[config.mk]
export PLATFORM = sky130hd
export DESIGN_NAME = anim_playback_ctrl
export DESIGN_NICKNAME = d
export VERILOG_FILES = /design/src/rtl/anim_pkg.sv /design/src/rtl/btn_debounce.sv /design/src/rtl/anim_playback_ctrl.sv
export SDC_FILE = /design/constraint.sdc
export NUM_CORES = 1
export LEC_CHECK = 0
export BUFFER_PORTS_ARGS = -buffer_cell sky130_fd_sc_hd__buf_2
export CAP_MARGIN = 40
export CORE_UTILIZATION = 60
export CTS_BUF_LIST = sky130_fd_sc_hd__clkbuf_4 sky130_fd_sc_hd__clkbuf_8 sky130_fd_sc_hd__clkbuf_16
export DETAILED_ROUTE_END_ITERATION = 10
export GPL_TIMING_DRIVEN = 0
export PLACE_DENSITY = 0.77
export SLEW_MARGIN = 20
export SYNTH_ARGS = -nofsm -noshare
export SYNTH_HDL_FRONTEND = slang
export SYNTH_SLANG_ARGS = --single-unit
[constraint.sdc]
create_clock -name i_clk -period 4.7 [get_ports i_clk]
set_clock_uncertainty 0.05 [all_clocks]
set_input_delay 0 -clock i_clk [delete_from_list [all_inputs] [get_ports i_clk]]
set_output_delay 0 -clock i_clk [all_outputs]
set_load 0.03 [all_outputs]
[src/rtl/anim_pkg.sv]
// Shared definitions for the LED animation playback controller:
// state encoding, datapath widths and the frame-step helper.
package anim_pkg;

  localparam int FM_W  = 5;
  localparam int DIV_W = 27;

  localparam logic [1:0] ST_STOP  = 2'd0;
  localparam logic [1:0] ST_PLAY  = 2'd1;
  localparam logic [1:0] ST_PAUSE = 2'd2;
  localparam logic [1:0] ST_STEP  = 2'd3;

  typedef logic [1:0] state_t;

  typedef struct packed {
    logic dir;
    logic step;
    logic play;
  } btn_ev_t;

  // One frame forward or backward, wrapping between 0 and last.
  function automatic logic [FM_W-1:0] fm_advance(
    input logic [FM_W-1:0] fm,
    input logic            rev,
    input logic [FM_W-1:0] last
  );
    if (rev) begin
      return (fm == '0) ? last : fm - 1'b1;
    end
    return (fm == last) ? '0 : fm + 1'b1;
  endfunction

endpackage

[src/rtl/btn_debounce.sv]
// Push-button conditioner: two-flop synchroniser, stability counter and a
// one-cycle pulse on each accepted press.
module btn_debounce #(
  parameter int unsigned DEB_CYC = 1_000_000
) (
  input  logic i_clk,
  input  logic i_rst,
  input  logic i_btn,
  output logic o_rise
);

  localparam int unsigned CNT_W = (DEB_CYC > 1) ? $clog2(DEB_CYC) : 1;
  localparam logic [CNT_W-1:0] CNT_LAST = CNT_W'(DEB_CYC - 1);

  logic             r_sync1;
  logic             r_sync2;
  logic             r_level;
  logic             r_rise;
  logic [CNT_W-1:0] r_cnt;

  // A disagreeing sample run must last DEB_CYC cycles; any agreeing sample restarts it.
  always_ff @(posedge i_clk or posedge i_rst) begin
    if (i_rst) begin
      r_sync1 <= 1'b0;
      r_sync2 <= 1'b0;
      r_level <= 1'b0;
      r_rise  <= 1'b0;
      r_cnt   <= '0;
    end else begin
      r_sync1 <= i_btn;
      r_sync2 <= r_sync1;
      r_rise  <= 1'b0;
      if (r_sync2 == r_level) begin
        r_cnt <= '0;
      end else if (r_cnt == CNT_LAST) begin
        r_cnt   <= '0;
        r_level <= r_sync2;
        r_rise  <= r_sync2;
      end else begin
        r_cnt <= r_cnt + 1'b1;
      end
    end
  end

  assign o_rise = r_rise;

endmodule

[src/rtl/anim_playback_ctrl.sv]
// Play/pause/step/stop/reverse controller for the LED animation: debounced
// buttons drive a small FSM that paces frame advances from the speed switches.
module anim_playback_ctrl
  import anim_pkg::*;
#(
  parameter int unsigned FRAMES  = 32,
  parameter int unsigned PERIOD0 = 50_000_000,
  parameter int unsigned PERIOD1 = 25_000_000,
  parameter int unsigned PERIOD2 = 12_500_000,
  parameter int unsigned PERIOD3 = 6_250_000,
  parameter int unsigned DEB_CYC = 1_000_000
) (
  input  logic            i_clk,
  input  logic            i_rst,
  input  logic            i_btn_play,
  input  logic            i_btn_step,
  input  logic            i_btn_dir,
  input  logic            i_btn_stop,
  input  logic [1:0]      i_sw_state,
  output logic [FM_W-1:0] o_fm_no,
  output logic            o_fc,
  output logic            o_playing,
  output logic            o_dir
);

  localparam logic [FM_W-1:0]  FM_LAST = FM_W'(FRAMES - 1);
  localparam logic [DIV_W-1:0] P0_LAST = DIV_W'(PERIOD0 - 1);
  localparam logic [DIV_W-1:0] P1_LAST = DIV_W'(PERIOD1 - 1);
  localparam logic [DIV_W-1:0] P2_LAST = DIV_W'(PERIOD2 - 1);
  localparam logic [DIV_W-1:0] P3_LAST = DIV_W'(PERIOD3 - 1);

  logic [2:0]       w_raw;
  logic [2:0]       w_rise;
  btn_ev_t          w_ev;
  logic [DIV_W-1:0] w_period_last;
  logic             w_speed_chg;
  logic             w_div_done;
  logic             w_adv;
  state_t           w_state_next;
  logic [DIV_W-1:0] w_div_next;

  state_t           r_state;
  logic [DIV_W-1:0] r_div;
  logic [1:0]       r_sw;
  logic [FM_W-1:0]  r_fm_no;
  logic             r_fc;
  logic             r_dir;

  assign w_raw = {i_btn_dir, i_btn_step, i_btn_play};

  generate
    for (genvar gi = 0; gi < 3; gi++) begin : g_deb
      btn_debounce #(
        .DEB_CYC (DEB_CYC)
      ) u_deb (
        .i_clk  (i_clk),
        .i_rst  (i_rst),
        .i_btn  (w_raw[gi]),
        .o_rise (w_rise[gi])
      );
    end
  endgenerate

  assign w_ev = btn_ev_t'(w_rise);

  always_comb begin
    w_period_last = P0_LAST;
    case (r_sw)
      2'd1:    w_period_last = P1_LAST;
      2'd2:    w_period_last = P2_LAST;
      2'd3:    w_period_last = P3_LAST;
      default: w_period_last = P0_LAST;
    endcase
  end

  // A switch change restarts the period and suppresses the advance that cycle.
  assign w_speed_chg = (i_sw_state != r_sw);
  assign w_div_done  = (r_div == w_period_last);
  assign w_adv       = !i_btn_stop &&
                       (((r_state == ST_PLAY) && !w_speed_chg && w_div_done) ||
                        (r_state == ST_STEP));

  // Stop beats play beats step; a step that loses is simply dropped.
  always_comb begin
    w_state_next = r_state;
    if (i_btn_stop) begin
      w_state_next = ST_STOP;
    end else begin
      case (r_state)
        ST_STOP: begin
          if (w_ev.play)      w_state_next = ST_PLAY;
          else if (w_ev.step) w_state_next = ST_STEP;
        end
        ST_PLAY: begin
          if (w_ev.play)      w_state_next = ST_PAUSE;
        end
        ST_PAUSE: begin
          if (w_ev.play)      w_state_next = ST_PLAY;
          else if (w_ev.step) w_state_next = ST_STEP;
        end
        ST_STEP:              w_state_next = ST_PAUSE;
        default:              w_state_next = ST_STOP;
      endcase
    end
  end

  always_comb begin
    w_div_next = r_div;
    if (i_btn_stop || (r_state == ST_STOP) || w_speed_chg) begin
      w_div_next = '0;
    end else if (r_state == ST_PLAY) begin
      w_div_next = w_div_done ? '0 : r_div + 1'b1;
    end
  end

  always_ff @(posedge i_clk or posedge i_rst) begin
    if (i_rst) begin
      r_state <= ST_STOP;
      r_div   <= '0;
      r_sw    <= '0;
      r_fm_no <= '0;
      r_fc    <= 1'b0;
      r_dir   <= 1'b0;
    end else begin
      r_state <= w_state_next;
      r_div   <= w_div_next;
      r_sw    <= i_sw_state;
      r_fc    <= w_adv;
      r_dir   <= r_dir ^ w_ev.dir;
      if (i_btn_stop) begin
        r_fm_no <= '0;
      end else if (w_adv) begin
        r_fm_no <= fm_advance(r_fm_no, r_dir, FM_LAST);
      end
    end
  end

  assign o_fm_no   = r_fm_no;
  assign o_fc      = r_fc;
  assign o_playing = (r_state == ST_PLAY);
  assign o_dir     = r_dir;

endmodule

==> reports/results.ini <==
[synthesis]
syn_area_per_cell_um2=9.85
synthesis.area_um2=5550
synthTopCellsByArea=dfrtp_1 50%, xor2_1 8.8%, nor2_1 7.3%
synth_cells=563
yosysTopAreaCell=dfrtp_1
syn-num-nets=578
yosysTopAreaCellShare_pct=49.6
yosysSeqAreaShare_pct=49.6
synth_edf_count=0
ys_seq_elements=110
synth_cell_types=60
ys_warn_count=0
synthFlopType=dfrtp_1
ys_async_sr_fraction_pct=100

[clock_tree]
clk_pin_slew_worst_paths_ns=0.10
cts_setup_buffers=0
cts_root_buf=clkbuf_8
h-tree-depth=3
clk_latency_ns=0.37
numCtsBuffers=9
hold_buffers=6
cts_sinks=110
cts_tree=yes
max-clock-path-buffers=2
cts_resized=0

[timing]
holdWs_ns=0.0357
setup_tns_ns=0
period_share_pct=52.3
finalSetupViolCount=0
clock.fmax_mhz=407
hold_viol_final=0
slew_viol_final=0
rsz0062_at_grt=false
period_needed_ns=2.46
slew_headroom_pct=53.4
worst_pin_slew_ns=0.690

[setup_path]
crit_required_ns=4.92
cp-end-kind=flip-flop
r2r-end=r_div[16]$_DFFE_PP0P_
worstSetupPathDepth=9
crit_chain=buf_4 -> xor2_1 -> nor3_1 -> buf_2 -> a21o_1 -> nor3_1 -> nand3_1 -> xor2_1 -> nor2_1
worst-path-max-fanout=10
critical_path_class=flip-flop to flip-flop
crit_path_start=r_sw[0]$_DFF_PP0_
crit_path_top_delay_cell=nor3_1
critPathBufInv=2
r2r_cells=9
crit_arrival_ns=2.67
r2r_start=r_sw[0]$_DFF_PP0_
cp-start-kind=flip-flop
max_stage_delay_ns=0.51
reg2reg_slack_ns=2.24
critPathCapture=r_div[16]$_DFFE_PP0P_
critical-path-top-delay-family=simple AND/OR/NAND/NOR gates

[global_routing]
grt_antenna_before_repair=0
overflow=0
first_global_vias=3915
grtUsageTotal_pct=23.4
grt_max_degree=84
grt_pass1_wl_um=18200

[detailed_routing]
first_pass_iters=7
first_iter_violations=133
drc=2
drtAntennaViolNets=0
wire_per_inst_um=14.4
drt-total-wl_um=10200
num_vias=4063
viasPerCell=5.74

[placed_design]
place.gp.congestion=0.854
hpwl_um=7020
portBuffers=14
dpl.cell_count=687

[final_layout]
nNetsFinal=611
diodes=0
drive_above_1_share_pct=9.17
area_delta_synth_final_pct=9.49
n_fill_cell=665
stdcell_count=708

[worst_hold_path]
hold_path.class=primary input to flip-flop

[power]
p_per_area_nw_per_um2=276
peakVddDrop_mv=0.231
power.total_w=0.00167
leakagePower_nw=2.59

[die]
die_y_um=98.2
initial_utilization_pct=62.7
fp.coreArea_um2=8850
die_x_um=98.2
core.rowCount=34
die-area_um2=9640
ioPinCount=16

[outcome]
outcome=complete, but fails checks
failed_checks=design-rule violations

[flow_run]
cap_violations=0

==> kinds of logic (layout without fill, tap and decap cells) <==
logic type / count (synthesis) / after routing / share of synthesized area, %
xor+xnor: 82 / 82 / 12.9
fa+ha+maj: 7 / 7 / 1.58
buf+inv: 32 / 69 / 2.71
compound gates: 52 / 52 / 8.14
simple gates: 277 / 277 / 24.4
flops: 110 / 110 / 49.6
mux: 3 / 3 / 0.609
==> registers in the layout (all words and copies together) (netlist names) <==
name                 count
g_deb.u_deb.r_cnt       60
r_div                   27
o_fm_no                  5
g_deb.u_deb.o_rise       3
g_deb.u_deb.r_level      3
g_deb.u_deb.r_sync1      3
g_deb.u_deb.r_sync2      3
r_state                  2
r_sw                     2
o_dir                    1
o_fc                     1
==> power breakdown <==
part           internal [W]  switching, W  leakage [nW]  total (W)
logic             0.0000223     0.0000458         0.969  0.0000681
registers          0.000955    0.00000963          1.51   0.000965
clock network      0.000308      0.000334         0.114   0.000641
==> per-layer routing <==
metal / up-vias / global-route usage, % / wire (µm)
li1: 2006 / - / -
met1: 1955 / 33.1 / 4950
met2: 87 / 37.2 / 4660
met3: 15 / 4.51 / 461
met4: 0 / 6.20 / 108
met5: - / 0 / 0
==> layout by cell type (no fill, tap or decap), types with 7 or more instances in the layout <==
cell      instances
dfrtp_1         110
inv_1            17
and3_1           11
ha_1              7
nand2b_1          7
nand4_1          22
nor2_1          108
buf_2            17
nand3_1          37
o21ai_0           7
nor3_1           11
a21oi_1          15
xnor2_1          26
clkbuf_8          9
nand2_1          43
xor2_1           56
==> worst min path at each step <==
stage | from | endpoint | slack, ns | cells after the start
6_report | i_btn_stop | r_state[1]$_DFFE_PP0P_ | 0.04 | 2
2_1_floorplan | i_btn_play | g_deb[0].u_deb.r_sync1$_DFF_PP0_ | -0.02 | 0
3_3_place_gp | i_btn_step | g_deb[1].u_deb.r_sync1$_DFF_PP0_ | 0.06 | 1
5_1_grt | i_btn_stop | r_state[1]$_DFFE_PP0P_ | 0.05 | 2
4_1_cts | i_btn_stop | o_fc$_DFF_PP0_ | 0.02 | 2
3_5_place_dp | i_rst | g_deb[1].u_deb.r_sync1$_DFF_PP0_ | -0.07 | 2
==> cell usage after synthesis, types with 2 or more instances <==
cell type / count
and3_1: 11
nand2b_1: 7
dfrtp_1: 110
o211ai_1: 2
nor2_1: 108
a2111oi_4: 3
xor2_1: 56
ha_1: 7
a311o_1: 2
nor2b_1: 5
nor4b_1: 4
nor3_1: 11
and4_1: 3
o21ai_0: 7
o41ai_2: 2
nand4_1: 22
mux2_2: 3
a31oi_1: 2
buf_2: 2
nand3b_1: 3
a21oi_1: 15
nand3_1: 37
inv_1: 18
nor4bb_1: 2
xnor2_1: 26
buf_6: 3
nor3b_1: 6
clkbuf_1: 6
nand2_1: 43
a211o_1: 2
nor4_1: 6
==> through the flow <==
stage | area, µm² | worst slack [ns] | util (%)
floorplan | 5550 | 1.75 | -
global placement | 5750 | 0.647 | 65.0
detailed placement | 5790 | 2.29 | 65.4
CTS | 6070 | 2.26 | 68.7
global route | 6070 | 2.04 | 68.7
finish | 6070 | 2.24 | 68.7
==> layout make-up <==
type / count / area [µm²] / area share, %
Sequential cell: 110 / 2750 / 45.3
Multi-Input combinational cell: 421 / 2650 / 43.5
Timing Repair Buffer: 22 / 163 / 2.68
Tap cell: 108 / 135 / 2.22
Clock buffer: 9 / 124 / 2.04
Clock inverter: 6 / 100 / 1.65
Buffer: 14 / 82.6 / 1.36
Inverter: 18 / 72.6 / 1.19
Power figures use the tool's default switching activity.
